<file path="config.mk">
export PLATFORM = sky130hd
export DESIGN_NAME = gpu_mmu_arbiter
export DESIGN_NICKNAME = d
export VERILOG_FILES = /design/src/rtl/gpu_mmu_pkg.sv /design/src/rtl/gpu_rr_arbiter.sv /design/src/rtl/gpu_mmu_arbiter.sv
export SDC_FILE = /design/constraint.sdc
export NUM_CORES = 1
export LEC_CHECK = 0
export CORE_ASPECT_RATIO = 1.25
export CORE_MARGIN = 5
export CORE_UTILIZATION = 45
export CTS_BUF_LIST = sky130_fd_sc_hd__clkbuf_16
export CTS_CLUSTER_DIAMETER = 100
export CTS_CLUSTER_SIZE = 28
export DETAILED_ROUTE_END_ITERATION = 10
export PLACE_DENSITY = 0.68
export SYNTH_ARGS = -nofsm -noshare
export SYNTH_HDL_FRONTEND = slang
export SYNTH_SLANG_ARGS = --single-unit
export TNS_END_PERCENT = 50
</file>
<file path="constraint.sdc">
create_clock -name clk -period 14.62 [get_ports clk]
set_input_delay 2.924 -clock clk [delete_from_list [all_inputs] [get_ports clk]]
set_output_delay 2.924 -clock clk [all_outputs]
set_load 0.02 [all_outputs]
</file>
<file path="src/rtl/gpu_mmu_pkg.sv">
// gpu_mmu_pkg: shared types and the base/bound translation function for gpu_mmu_arbiter.
//   mmu_ctx_t     per-core context {base, bound}; bound is an exclusive limit
//   mmu_xlat_t    translation result {paddr, error}
//   mmu_translate fault when vaddr >= bound; otherwise paddr = base + vaddr (wraps silently)
// MmuAddrWidth fixes the context width; gpu_mmu_arbiter's ADDR_WIDTH must equal it.
package gpu_mmu_pkg;

   localparam int unsigned MmuAddrWidth = 32;

   typedef struct packed {
      logic [MmuAddrWidth-1:0] base;
      logic [MmuAddrWidth-1:0] bound;
   } mmu_ctx_t;

   typedef struct packed {
      logic [MmuAddrWidth-1:0] paddr;
      logic                    error;
   } mmu_xlat_t;

   function automatic mmu_xlat_t mmu_translate(input mmu_ctx_t               ctx,
                                               input logic [MmuAddrWidth-1:0] vaddr);
      mmu_xlat_t res;
      res.error = (vaddr >= ctx.bound);
      // Faulting translations never leak a physical address.
      res.paddr = res.error ? '0 : ctx.base + vaddr;
      return res;
   endfunction

endpackage

</file>
<file path="src/rtl/gpu_rr_arbiter.sv">
// gpu_rr_arbiter: round-robin one-hot arbiter that owns the priority pointer.
//   clk, rst_n   clock, async active-low reset (pointer resets to 0)
//   req          request vector; the search starts at the pointer and wraps
//   advance      grant was taken this cycle; pointer moves past the winner
//   grant        one-hot grant (zero when no request)
//   grant_id     binary index of the granted requester
module gpu_rr_arbiter #(
   parameter int unsigned NUM_REQ = 4
) (
   input  logic                       clk,
   input  logic                       rst_n,
   input  logic [NUM_REQ-1:0]         req,
   input  logic                       advance,
   output logic [NUM_REQ-1:0]         grant,
   output logic [$clog2(NUM_REQ)-1:0] grant_id
);

   localparam int unsigned IdWidth = $clog2(NUM_REQ);

   logic [IdWidth-1:0] ptr_q, ptr_d;
   logic [IdWidth-1:0] idx;
   logic               found;

   always_comb begin
      grant    = '0;
      grant_id = '0;
      found    = 1'b0;
      idx      = '0;
      for (int unsigned i = 0; i < NUM_REQ; i++) begin
         idx = IdWidth'((32'(ptr_q) + i) % NUM_REQ);
         if (!found && req[idx]) begin
            found       = 1'b1;
            grant[idx]  = 1'b1;
            grant_id    = idx;
         end
      end
   end

   always_comb begin
      ptr_d = ptr_q;
      if (advance && found) begin
         ptr_d = IdWidth'((32'(grant_id) + 1) % NUM_REQ);
      end
   end

   always_ff @(posedge clk or negedge rst_n) begin
      if (!rst_n) begin
         ptr_q <= '0;
      end else begin
         ptr_q <= ptr_d;
      end
   end

endmodule

</file>
<file path="src/rtl/gpu_mmu_arbiter.sv">
// gpu_mmu_arbiter: shares one base/bound translator between NUM_REQ shader cores.
//   clk, rst_n            clock, async active-low reset
//   i_req_valid/vaddr     per-core requests; core k vaddr at [k*ADDR_WIDTH +: ADDR_WIDTH]
//   o_req_ready           one-hot grant, only when the response slot is free
//   o_rsp_*               registered response (id, paddr, error), held until i_rsp_ready
//   i_cfg_*               context table write port; ids >= NUM_REQ are ignored
// Optional GPU_MMU_FAULT_LOG_EN adds a sticky first-fault log
//   (o_fault_valid, o_fault_id, o_fault_vaddr, i_fault_clear).
// ADDR_WIDTH must match gpu_mmu_pkg::MmuAddrWidth.
module gpu_mmu_arbiter
   import gpu_mmu_pkg::*;
#(
   parameter int unsigned ADDR_WIDTH = MmuAddrWidth,
   parameter int unsigned NUM_REQ    = 4,
   localparam int unsigned ID_WIDTH  = $clog2(NUM_REQ)
) (
   input  logic                        clk,
   input  logic                        rst_n,
   input  logic [NUM_REQ-1:0]          i_req_valid,
   input  logic [NUM_REQ*ADDR_WIDTH-1:0] i_req_vaddr,
   output logic [NUM_REQ-1:0]          o_req_ready,
   output logic                        o_rsp_valid,
   output logic [ID_WIDTH-1:0]         o_rsp_id,
   output logic [ADDR_WIDTH-1:0]       o_rsp_paddr,
   output logic                        o_rsp_error,
   input  logic                        i_rsp_ready,
`ifdef GPU_MMU_FAULT_LOG_EN
   output logic                        o_fault_valid,
   output logic [ID_WIDTH-1:0]         o_fault_id,
   output logic [ADDR_WIDTH-1:0]       o_fault_vaddr,
   input  logic                        i_fault_clear,
`endif
   input  logic                        i_cfg_we,
   input  logic [ID_WIDTH-1:0]         i_cfg_id,
   input  logic [ADDR_WIDTH-1:0]       i_cfg_base,
   input  logic [ADDR_WIDTH-1:0]       i_cfg_bound
);

   mmu_ctx_t              ctx_q [NUM_REQ];

   logic                  slot_free;
   logic [NUM_REQ-1:0]    req_elig;
   logic [NUM_REQ-1:0]    grant;
   logic [ID_WIDTH-1:0]   grant_id;
   logic                  accept;
   logic [ADDR_WIDTH-1:0] sel_vaddr;
   mmu_xlat_t             xlat;
   logic                  cfg_hit;

   logic                  rsp_valid_q, rsp_valid_d;
   logic [ID_WIDTH-1:0]   rsp_id_q;
   logic [ADDR_WIDTH-1:0] rsp_paddr_q;
   logic                  rsp_error_q;

   assign slot_free = !rsp_valid_q || i_rsp_ready;
   // Gating with rst_n keeps o_req_ready low while reset is held, not just after it.
   assign req_elig  = i_req_valid & {NUM_REQ{slot_free & rst_n}};

   gpu_rr_arbiter #(
      .NUM_REQ (NUM_REQ)
   ) u_rr_arbiter (
      .clk      (clk),
      .rst_n    (rst_n),
      .req      (req_elig),
      .advance  (accept),
      .grant    (grant),
      .grant_id (grant_id)
   );

   assign accept      = |grant;
   assign o_req_ready = grant;

   always_comb begin
      sel_vaddr = '0;
      for (int unsigned k = 0; k < NUM_REQ; k++) begin
         if (grant[k]) begin
            sel_vaddr = i_req_vaddr[k*ADDR_WIDTH +: ADDR_WIDTH];
         end
      end
   end

   // Reads the registered table, so a same-cycle config write is seen only by later requests.
   assign xlat    = mmu_translate(ctx_q[grant_id], sel_vaddr);
   assign cfg_hit = i_cfg_we && (32'(i_cfg_id) < NUM_REQ);

   always_ff @(posedge clk or negedge rst_n) begin
      if (!rst_n) begin
         for (int unsigned k = 0; k < NUM_REQ; k++) begin
            ctx_q[k] <= '0;
         end
      end else if (cfg_hit) begin
         ctx_q[i_cfg_id] <= '{base: i_cfg_base, bound: i_cfg_bound};
      end
   end

   always_comb begin
      rsp_valid_d = rsp_valid_q;
      if (accept) begin
         rsp_valid_d = 1'b1;
      end else if (i_rsp_ready) begin
         rsp_valid_d = 1'b0;
      end
   end

   always_ff @(posedge clk or negedge rst_n) begin
      if (!rst_n) begin
         rsp_valid_q <= 1'b0;
         rsp_id_q    <= '0;
         rsp_paddr_q <= '0;
         rsp_error_q <= 1'b0;
      end else begin
         rsp_valid_q <= rsp_valid_d;
         if (accept) begin
            rsp_id_q    <= grant_id;
            rsp_paddr_q <= xlat.paddr;
            rsp_error_q <= xlat.error;
         end
      end
   end

   assign o_rsp_valid = rsp_valid_q;
   assign o_rsp_id    = rsp_id_q;
   assign o_rsp_paddr = rsp_paddr_q;
   assign o_rsp_error = rsp_error_q;

`ifdef GPU_MMU_FAULT_LOG_EN
   logic                  fault_valid_q;
   logic [ID_WIDTH-1:0]   fault_id_q;
   logic [ADDR_WIDTH-1:0] fault_vaddr_q;
   logic                  fault_new;

   assign fault_new = accept && xlat.error;

   always_ff @(posedge clk or negedge rst_n) begin
      if (!rst_n) begin
         fault_valid_q <= 1'b0;
         fault_id_q    <= '0;
         fault_vaddr_q <= '0;
      end else if (fault_new && (!fault_valid_q || i_fault_clear)) begin
         // A clear racing a new fault still records the new fault.
         fault_valid_q <= 1'b1;
         fault_id_q    <= grant_id;
         fault_vaddr_q <= sel_vaddr;
      end else if (i_fault_clear) begin
         fault_valid_q <= 1'b0;
      end
   end

   assign o_fault_valid = fault_valid_q;
   assign o_fault_id    = fault_id_q;
   assign o_fault_vaddr = fault_vaddr_q;
`endif

endmodule

</file>
==> results of run 1 <==
[cells in the final DEF, fill, tap and decap left out, types with 6 or more instances in the layout]
master	n
dfrtp_1	294
mux2_2	287
nand2_1	270
clkdlybuf4s50_1	240
ha_1	69
o21ai_0	59
a21oi_1	44
a31oi_1	37
nand3_1	37
a211oi_1	35
and2_1	34
a22oi_1	31
a22o_1	31
o21ai_1	27
xnor2_1	23
inv_1	21
nor2_1	21
buf_4	20
a21o_1	18
clkbuf_16	15
o21bai_1	8
nand3b_1	8
nand4_1	8
xor2_1	8
nand2b_1	7
mux2i_1	6
[through the flow]
stage	utilization	cells	hold slack, ns	power [mW]	area (sq um)
global placement	0.532	2197	0.481	3.73	19300
finish	0.543	2214	0.505	4.21	19700
CTS	0.543	2213	0.509	4.24	19600
floorplan	-	1553	0.472	3.00	16400
global route	0.543	2213	0.521	4.55	19600
detailed placement	0.532	2197	0.488	3.79	19300
[state kept, by name, indices dropped and copies added (netlist names)]
signal / flops
o_rsp_error: 1
o_rsp_paddr: 32
u_rr_arbiter.ptr_q: 2
o_rsp_valid: 1
o_rsp_id: 2
ctx_q: 256
[cell type report]
cell class / instances / area share
Antenna cell: 1 / 0.000127
Clock buffer: 15 / 0.0191
Clock inverter: 1 / 0.000828
Inverter: 22 / 0.00420
Multi-Input combinational cell: 1140 / 0.440
Sequential cell: 294 / 0.374
Tap cell: 480 / 0.0306
Timing Repair Buffer: 261 / 0.131
[per-layer routing]
| layer | track usage | vias to the layer above |
|---|---|---|
| met1 | 0.288 | 6214 |
| li1 | - | 5940 |
| met4 | 0.0451 | 0 |
| met2 | 0.393 | 309 |
| met5 | 0 | - |
| met3 | 0.0328 | 50 |
[power by group through the flow]
stage	clock network, mW	logic [mW]	registers (mW)
CTS	0.461	2.66	1.12
floorplan	0	1.86	1.14
global placement	0	2.60	1.13
detailed placement	0	2.65	1.14
finish	0.446	2.65	1.12
global route	0.488	2.92	1.14
[worst max-delay path by stage]
stage,startpoint,to,slack [ns],depth (start not counted)
2_1_floorplan,i_req_valid[0],o_req_ready[1],6.82,7
3_3_place_gp,i_req_valid[0],o_rsp_paddr[30],5.03,20
3_5_place_dp,i_req_valid[0],o_rsp_paddr[30],4.86,20
4_1_cts,i_req_valid[0],o_req_ready[2],5.12,8
5_1_grt,i_req_valid[0],o_rsp_paddr[29],4.79,20
6_report,i_req_valid[0],o_req_ready[2],5.11,8
[worst register-to-register path: cells and delay by family (launching register included)]
family,cells,cell delay (ns)
fa+ha+maj,2,0.79
buf+inv,2,0.65
simple gates,3,1.38
xor+xnor,1,0.08
flops,1,0.80
mux,2,0.87
compound gates,11,3.19
[kinds of logic (layout without fill, tap and decap cells)]
logic type,after synthesis,count (layout)
muxes,297,297
buffers and inverters,119,299
other,0,1
xor gates and xnor gates,31,31
and+or+nand+nor,413,413
AOI/OAI and AO/OA,329,329
adders and majority gates,70,70
DFF,294,294
==> results.ini, run 1 <==
[placement]
gp_congestion = 0.872
portBuffers = 241
dp_slack_ns = 4.86
post-dp-hpwl_um = 32500

[clock_tree]
ctsHoldBuffers = 0
htree_num_levels = 1
cts_max_path_buffers = 3
cts.sinks = 294
post-cts-setup-buffer-count = 0
clkTransAtPathRegs_ns = 0.09
clkLatencyLatePin_ns = 0.50
cts-resized-gates = 0
cts_tree = yes
cts_made_buffers = 14
cts_root_buffer = clkbuf_16

[floorplan]
core_area_sq_um = 36200
die_area_sq_um = 40500
initial_utilization = 0.454
dieWidth_um = 181
io_pins = 242
die_h_um = 224
row_count = 78

[synth]
synth_fa_ha_area_frac = 0.0538
synth_compound_area_frac = 0.134
syn_avg_cell_area_sq_um = 10.6
synthTopCellsByArea = dfrtp_1 (45%), mux2_2 (20%), nand2_1 (6.2%)
yosys.area.top_type_share = 0.448
ys_seq_area_frac = 0.448
yosys-top-cells-count = dfrtp_1 (294), mux2_2 (287), nand2_1 (270), clkbuf_1 (75), ha_1 (69)
synth_simple_gate_area_frac = 0.113
synthDistinctLibCells = 70
synth_top_family_by_area = multiplexers
async_flop_share = 1.00
synth_nets = 1825
netlist_area_sq_um = 16400
synth_enable_flop_cells = 0
synthFlopType = dfrtp_1
syn_inst = 1553
synth-seq-cells = 294
synth_xor_xnor_area_share = 0.0165
yosysTopAreaCell = dfrtp_1
yosysMostFrequentCell = dfrtp_1
yosysWarningCount = 0
synthMuxAreaShare = 0.204

[detailed_routing]
met1Wirelength_um = 19600
wl_met2_um = 23200
routed-wl-met3_um = 2270
drt_iter0_drc = 851
routed.top_layer = met4
routedWlPerCell_um = 20.7
firstDrtPassIters = 6
vias_per_cell = 5.65
route.detailed.drc = 0
finalWirelength_um = 45900
antenna_left = 0
vias = 12513

[pwr]
seq_power_share = 0.266
powerDensity_nw_per_um2 = 214
power_switching_mw = 1.92
power_leakage_nw = 8.37
p_clk_frac = 0.106
comb_power_share = 0.628
p_sw_frac = 0.455
vdd_drop_max_uv = 118
internal_power_mw = 2.30

[finish]
multi_input_area_sq_um = 8650
nNetsFinal = 2005
layout-drive-gt1-share = 0.198
n_fill_cell = 3188
syn_to_final_growth_pct = 19.6
seq_area_sq_um = 7360

[sta]
setup_ws_ns = 5.11
fin_crit_sh = 0.650
grt_setup_unrepaired = false
hold_viol_final = 0
slew_viol_final = 0
max_freq_mhz = 105
slew_headroom = 0.263
setup_tns_ns = 0
min_period_ns = 9.51
setup_viol_count_final = 0
finClkSkew_ns = 0.0192
worstMarginPinSlew_ns = 1.10

[grt]
grt_use_total = 0.221
grt_pass1_vias = 12825
antenna_found_initial = 2
grt_pass1_wl_um = 72200
grt_overflow = 0
grt_max_degree = 95

[worst_setup_path]
reg2regPathDepth = 21
reg2reg_slack_ns = 6.76
crit_path_top_delay_cell = clkdlybuf4s50_1
crit_chain = clkdlybuf4s50_1 > mux4_2 > or3b_4 > a211oi_4 > a221oi_1 > inv_2 > buf_4 > clkdlybuf4s50_1
cp_common_cell = clkdlybuf4s50_1
slowest_delay_ns = 0.68
crit_type = in2out
start_kind = input port
worstPathMaxFanout = 34
arrival_ns = 6.59
cp_data_required_time_ns = 11.70
crit_path_end_kind = output port
r2r_start = u_rr_arbiter.ptr_q[0]
crit_family = buffers and inverters
r2r-end = o_rsp_paddr[29]
crit_buf_inv = 4

[hold_path]
hold_path.class = reg2reg
hold_path_startpoint = ctx_q[248]
whs_path_depth = 1
min_to = ctx_q[248]

[status]
status = finished clean

[run]
drv_cap = 0

Note: power is estimated with default switching activity, not from simulation.
==> run 2: changes to the inputs <==
==> constraint.sdc (replaced) <==
create_clock -name clk -period 8.77 [get_ports clk]
set_input_delay 1.754 -clock clk [delete_from_list [all_inputs] [get_ports clk]]
set_output_delay 1.754 -clock clk [all_outputs]
set_load 0.02 [all_outputs]
==> results.ini, run 2 (synthesized netlist as in run 1, its figures left out) <==
[status]
status = finished clean

[worst_setup_path]
startpoint = i_req_valid[0]
critPathCapture = o_rsp_paddr[30]
crit_family = compound AO/OA/AOI/OAI gates
crit_path_end_kind = flip-flop
slowest_delay_ns = 0.67  ; about the same
reg2reg_slack_ns = 1.48  ; -5.28 ns
r2r-end = o_rsp_paddr[30]
crit_path_top_delay_cell = nor2b_2
worstPathMaxFanout = 16  ; -53%
start_kind = input port
crit_chain = clkdlybuf4s50_1 > mux4_2 > or3b_4 > a2111oi_0 > or3_1 > nor2b_2 > buf_4 > a22oi_1 > o21ai_1 > mux2_2 > ha_1 > a21o_1 > a21o_1 > a21oi_1 > o21a_1 > o211a_1 > o311ai_1 > a21oi_1 > or2_0 > a32o_1
cp_data_required_time_ns = 9.18  ; -2.52 ns
crit_type = in2reg
arrival_ns = 7.93  ; +1.34 ns
reg2regPathDepth = 21  ; unchanged
crit_buf_inv = 2  ; -2
r2r_start = u_rr_arbiter.ptr_q[0]
worstSetupPathDepth = 20  ; +12

[sta]
grt_setup_unrepaired = false
max_freq_mhz = 133
fin_crit_sh = 0.857
slew_headroom = 0.272  ; +0.00836
worstMarginPinSlew_ns = 1.09  ; -0.0125 ns
slew_viol_final = 0  ; unchanged
setup_viol_count_final = 0  ; unchanged
setup_tns_ns = 0  ; unchanged
finClkSkew_ns = 0.0169  ; -0.00222 ns
min_period_ns = 7.52
hold_viol_final = 0  ; unchanged

[finish]
nNetsFinal = 2009  ; +0.20%
final_common_cell = dfrtp_1
regMostFlops = ctx_q
syn_to_final_growth_pct = 20.0
layoutNonFillerInstCount = 2221  ; +0.32%
largest_register_ffs = 256  ; unchanged
layout-drive-gt1-share = 0.200  ; +0.00231
final_cell_mix = dfrtp_1 (294), mux2_2 (287), nand2_1 (270)
n_fill_cell = 3129  ; -1.9%

[clock_tree]
clkTransAtPathRegs_ns = 0.11  ; +0.02 ns
cts_max_path_buffers = 3  ; unchanged
clkLatencyLatePin_ns = 0.51  ; about the same
ctsHoldBuffers = 0  ; unchanged
cts-resized-gates = 0  ; unchanged
htree_num_levels = 1  ; unchanged
cts_made_buffers = 14  ; unchanged
cts_tree = yes
post-cts-setup-buffer-count = 0  ; unchanged
cts_root_buffer = clkbuf_16
cts.sinks = 294  ; unchanged

[pwr]
powerDensity_nw_per_um2 = 365  ; +70%
vdd_drop_max_uv = 215  ; +82%
p_clk_frac = 0.103  ; -0.003
comb_power_share = 0.640  ; +0.012
power_switching_mw = 3.31  ; +73%
seq_power_share = 0.257  ; -0.009
p_sw_frac = 0.461  ; +0.00596
internal_power_mw = 3.88  ; +69%
total_power_mw = 7.19  ; +71%
power_leakage_nw = 8.40  ; +0.36%

[placement]
dp.cells = 2201  ; +0.18%
portBuffers = 241  ; unchanged
gp_congestion = 0.919  ; +5.4%
post-dp-hpwl_um = 33400  ; +2.9%

[detailed_routing]
drt_iter0_drc = 821  ; -3.5%
firstDrtPassIters = 5  ; -1
vias = 12702  ; +1.5%
vias_per_cell = 5.72  ; +1.2%
finalWirelength_um = 47100  ; +2.6%
routedWlPerCell_um = 21.2  ; +2.3%
route.detailed.drc = 0  ; unchanged
antenna_left = 0  ; unchanged

[floorplan]
row_count = 78  ; unchanged
dieWidth_um = 181  ; unchanged
initial_utilization = 0.454  ; unchanged
die_h_um = 224  ; unchanged
die_area_sq_um = 40500  ; unchanged
io_pins = 242  ; unchanged
core_area_sq_um = 36200  ; unchanged

[grt]
grt_pass1_vias = 12837  ; +0.094%
grt_pass1_wl_um = 74100  ; +2.7%
grt_max_degree = 131  ; +38%
antenna_found_initial = 3  ; +1
grt_use_total = 0.228  ; +0.00698
grt_overflow = 0  ; unchanged

[run]
drv_cap = 0  ; unchanged

[hold_path]
hold_path.class = reg2reg

==> run 2: cell type report <==
| cell class | instances | area (sq um) | area share |
|---|---|---|---|
| timing repair buffer | 265 | 2640 | 0.134 |
| sequential | 294 | 7360 | 0.373 |
| inverter | 22 | 82.6 | 0.00419 |
| multi-input combinational | 1140 | 8650 | 0.438 |
| tap | 480 | 601 | 0.0304 |
| clock inverter | 2 | 18.8 | 0.000951 |
| antenna | 3 | 7.51 | 0.000381 |
| clock buffer | 15 | 375 | 0.0190 |
==> run 2: metrics by stage <==
stage	hold slack, ns	instance area, sq um	setup slack [ns]	utilization
2_1_floorplan	0.472	16400	2.16	-
3_3_place_gp	0.475	19300	0.961	0.534
3_5_place_dp	0.487	19300	0.866	0.534
4_1_cts	0.510	19700	1.33	0.545
5_1_grt	0.525	19700	0.761	0.545
6_report	0.506	19700	1.25	0.545
==> run 2: how the worst min path moves through the flow <==
stage | startpoint | to | slack [ns] | cells past startpoint
global route | ctx_q[149] | ctx_q[149] | 0.53 | 1
CTS | ctx_q[229] | ctx_q[229] | 0.51 | 1
finish | ctx_q[229] | ctx_q[229] | 0.51 | 1
detailed placement | ctx_q[246] | ctx_q[246] | 0.49 | 1
global placement | o_rsp_id[1] | o_rsp_id[1] | 0.48 | 1
floorplan | ctx_q[192] | ctx_q[192] | 0.47 | 1
==> run 2: layer usage <==
metal  wire length [um]  GRT usage  vias to the layer above
met5                  0          0                        -
met4               1060     0.0532                        0
met3               2530     0.0341                       50
met2              23300      0.392                      366
met1              20200      0.307                     6344
li1                   -          -                     5942
==> run 2: power groups by stage <==
stage,Sequential (mW),Clock [mW],Combinational [mW]
2_1_floorplan,1.90,0,3.10
3_3_place_gp,1.87,0,4.53
3_5_place_dp,1.88,0,4.59
4_1_cts,1.85,0.766,4.61
5_1_grt,1.89,0.806,5.04
6_report,1.85,0.739,4.60
==> run 3: changes to the inputs <==
--- a/config.mk
+++ b/config.mk
@@ -12,6 +12,7 @@
 export CTS_CLUSTER_DIAMETER = 100
 export CTS_CLUSTER_SIZE = 28
 export DETAILED_ROUTE_END_ITERATION = 10
+export GPL_TIMING_DRIVEN = 0
 export PLACE_DENSITY = 0.68
 export SYNTH_ARGS = -nofsm -noshare
 export SYNTH_HDL_FRONTEND = slang
==> results.ini, run 3 (synthesized netlist as in run 1, its figures left out) <==
[floorplan]
die_h_um = 224  ; unchanged
row_count = 78  ; unchanged
io_pins = 242  ; unchanged
die_area_sq_um = 40500  ; unchanged
initial_utilization = 0.454  ; unchanged
core_area_sq_um = 36200  ; unchanged
dieWidth_um = 181  ; unchanged

[worst_setup_path]
cp_data_required_time_ns = 9.18  ; about the same
crit_path_top_delay_cell = a221oi_1
worstPathMaxFanout = 10  ; -6
reg2reg_slack_ns = 1.06  ; -0.42 ns
arrival_ns = 8.52  ; +0.59 ns
r2r_start = u_rr_arbiter.ptr_q[0]
start_kind = input port
r2r-end = o_rsp_paddr[29]
crit_type = in2reg
cp_common_cell = a31oi_1
crit_path_end_kind = flip-flop
crit_chain = clkdlybuf4s50_1 > mux4_2 > or3b_4 > a211oi_4 > inv_1 > a31oi_1 > clkbuf_1 > buf_2 > a211oi_1 > a31oi_1 > ha_1 > a211oi_1 > o21ai_0 > a221oi_1 > o2111ai_1 > a31oi_1 > o21bai_1 > a21oi_1 > xnor2_1 > a22o_1
reg2regPathDepth = 23  ; +9.5%
slowest_delay_ns = 0.78  ; +0.11 ns

[pwr]
powerDensity_nw_per_um2 = 372  ; +2.0%
total_power_mw = 7.40  ; +2.9%
vdd_drop_max_uv = 246  ; +15%
power_leakage_nw = 8.47  ; +0.78%

[clock_tree]
ctsHoldBuffers = 0  ; unchanged
post-cts-setup-buffer-count = 0  ; unchanged
clkLatencyLatePin_ns = 0.52  ; about the same
cts_root_buffer = clkbuf_16
cts_tree = yes
cts-resized-gates = 0  ; unchanged
cts_max_path_buffers = 3  ; unchanged
cts_made_buffers = 14  ; unchanged
clkTransAtPathRegs_ns = 0.10  ; about the same
htree_num_levels = 1  ; unchanged
cts.sinks = 294  ; unchanged

[grt]
grt_pass1_vias = 13569  ; +5.7%
grt_use_total = 0.250  ; +0.0220
antenna_found_initial = 1  ; -2
grt_max_degree = 123  ; -6.1%
grt_overflow = 0  ; unchanged
grt_pass1_wl_um = 79700  ; +7.6%

[detailed_routing]
drt_iter0_drc = 969  ; +18%
finalWirelength_um = 51600  ; +9.5%
firstDrtPassIters = 5  ; unchanged
vias_per_cell = 5.75  ; +0.47%
route.detailed.drc = 0  ; unchanged
antenna_left = 0  ; unchanged
routedWlPerCell_um = 22.5  ; +6.1%
vias = 13175  ; +3.7%

[placement]
gp_congestion = 0.919  ; unchanged
portBuffers = 240  ; -0.41%
post-dp-hpwl_um = 39200  ; +17%
post_dp_cell_area_sq_um = 19500  ; +0.95%
dp.cells = 2276  ; +3.4%

[sta]
fin_crit_sh = 0.925  ; +0.0683
slew_viol_final = 0  ; unchanged
setup_tns_ns = 0  ; unchanged
worstMarginPinSlew_ns = 1.01  ; -0.0781 ns
grt_setup_unrepaired = false
slew_headroom = 0.324  ; +0.0520
max_freq_mhz = 123  ; -7.4%
setup_viol_count_final = 0  ; unchanged
finClkSkew_ns = 0.0230  ; +0.00609 ns
hold_viol_final = 0  ; unchanged
min_period_ns = 8.11  ; +0.599 ns

[run]
drv_cap = 0  ; unchanged

[finish]
nNetsFinal = 2084  ; +3.7%
seq_area_sq_um = 7360  ; unchanged
final_util = 0.550  ; +0.00484
layoutNonFillerInstCount = 2293  ; +3.2%
final_cell_mix = dfrtp_1 (294), mux2_2 (287), nand2_1 (270)
layout-drive-gt1-share = 0.186  ; -0.0138
n_fill_cell = 3193  ; +2.0%
final_common_cell = dfrtp_1
regMostFlops = ctx_q
largest_register_ffs = 256  ; unchanged
stdcell_area_sq_um = 19900  ; +0.89%
diodes = 0  ; -3
multi_input_area_sq_um = 8580  ; -0.75%
syn_to_final_growth_pct = 21.1

[status]
status = finished clean

[hold_path]
hold_path_startpoint = ctx_q[253]
hold_path.class = reg2reg
min_to = ctx_q[253]
whs_path_depth = 1  ; unchanged

-- run 3: changes by cell type in the layout (fill, tap and decap cells not counted), moves of 4 or more --
cell,before,now
buf_1,0,5
buf_2,0,12
buf_6,0,4
buf_4,21,2
clkbuf_1,0,75
-- run 3: layout make-up --
class / count / share of cell area
multi-input cells: 1140 / 0.431
clock inverters: 2 / 0.000943
well taps: 480 / 0.0302
clock buffers: 15 / 0.0189
flip-flops and latches: 294 / 0.370
plain buffers: 97 / 0.0209
inverters: 22 / 0.00415
repair buffers: 243 / 0.124
-- run 3: worst max-delay path by stage --
stage / endpoint / slack, ns / start
after floorplan: o_rsp_paddr[30] / 2.16 / i_req_valid[0]
after global placement: o_rsp_paddr[29] / -13.10 / rst_n
after detailed placement: o_rsp_paddr[29] / 0.27 / i_req_valid[1]
after CTS: o_rsp_paddr[29] / 0.78 / i_req_valid[1]
after global routing: o_rsp_paddr[29] / 0.33 / i_req_valid[1]
final: o_rsp_paddr[29] / 0.66 / i_req_valid[1]
-- run 3: report_power, final --
part	leakage, nW	total [mW]	switching [mW]	internal (mW)
sequential	3.51	1.84	0.167	1.67
combinational	4.76	4.80	2.89	1.91
clock	0.191	0.762	0.447	0.314
total	8.47	7.40	3.51	3.89
-- run 3: critical path: cells and delay by family --
family | cells | cell delay, ns
adders and majority gates | 1 | 0.33
xor gates and xnor gates | 1 | 0.10
and+or+nand+nor | 1 | 0.42
buffers and inverters | 4 | 1.58
AOI/OAI and AO/OA | 12 | 3.70
muxes | 1 | 0.61
-- run 3: metal layers --
metal,track usage,share of wire,vias to the layer above
met5,0,0,-
met3,0.0343,0.049,73
met2,0.431,0.49,405
li1,-,-,6113
met1,0.328,0.43,6584
met4,0.0791,0.032,0
-- run 3: through the flow --
stage,worst slack [ns],hold WS (ns)
2_1_floorplan,2.16,0.472
3_3_place_gp,-13.10,0.474
3_5_place_dp,0.272,0.484
4_1_cts,0.782,0.511
5_1_grt,0.331,0.516
6_report,0.655,0.505
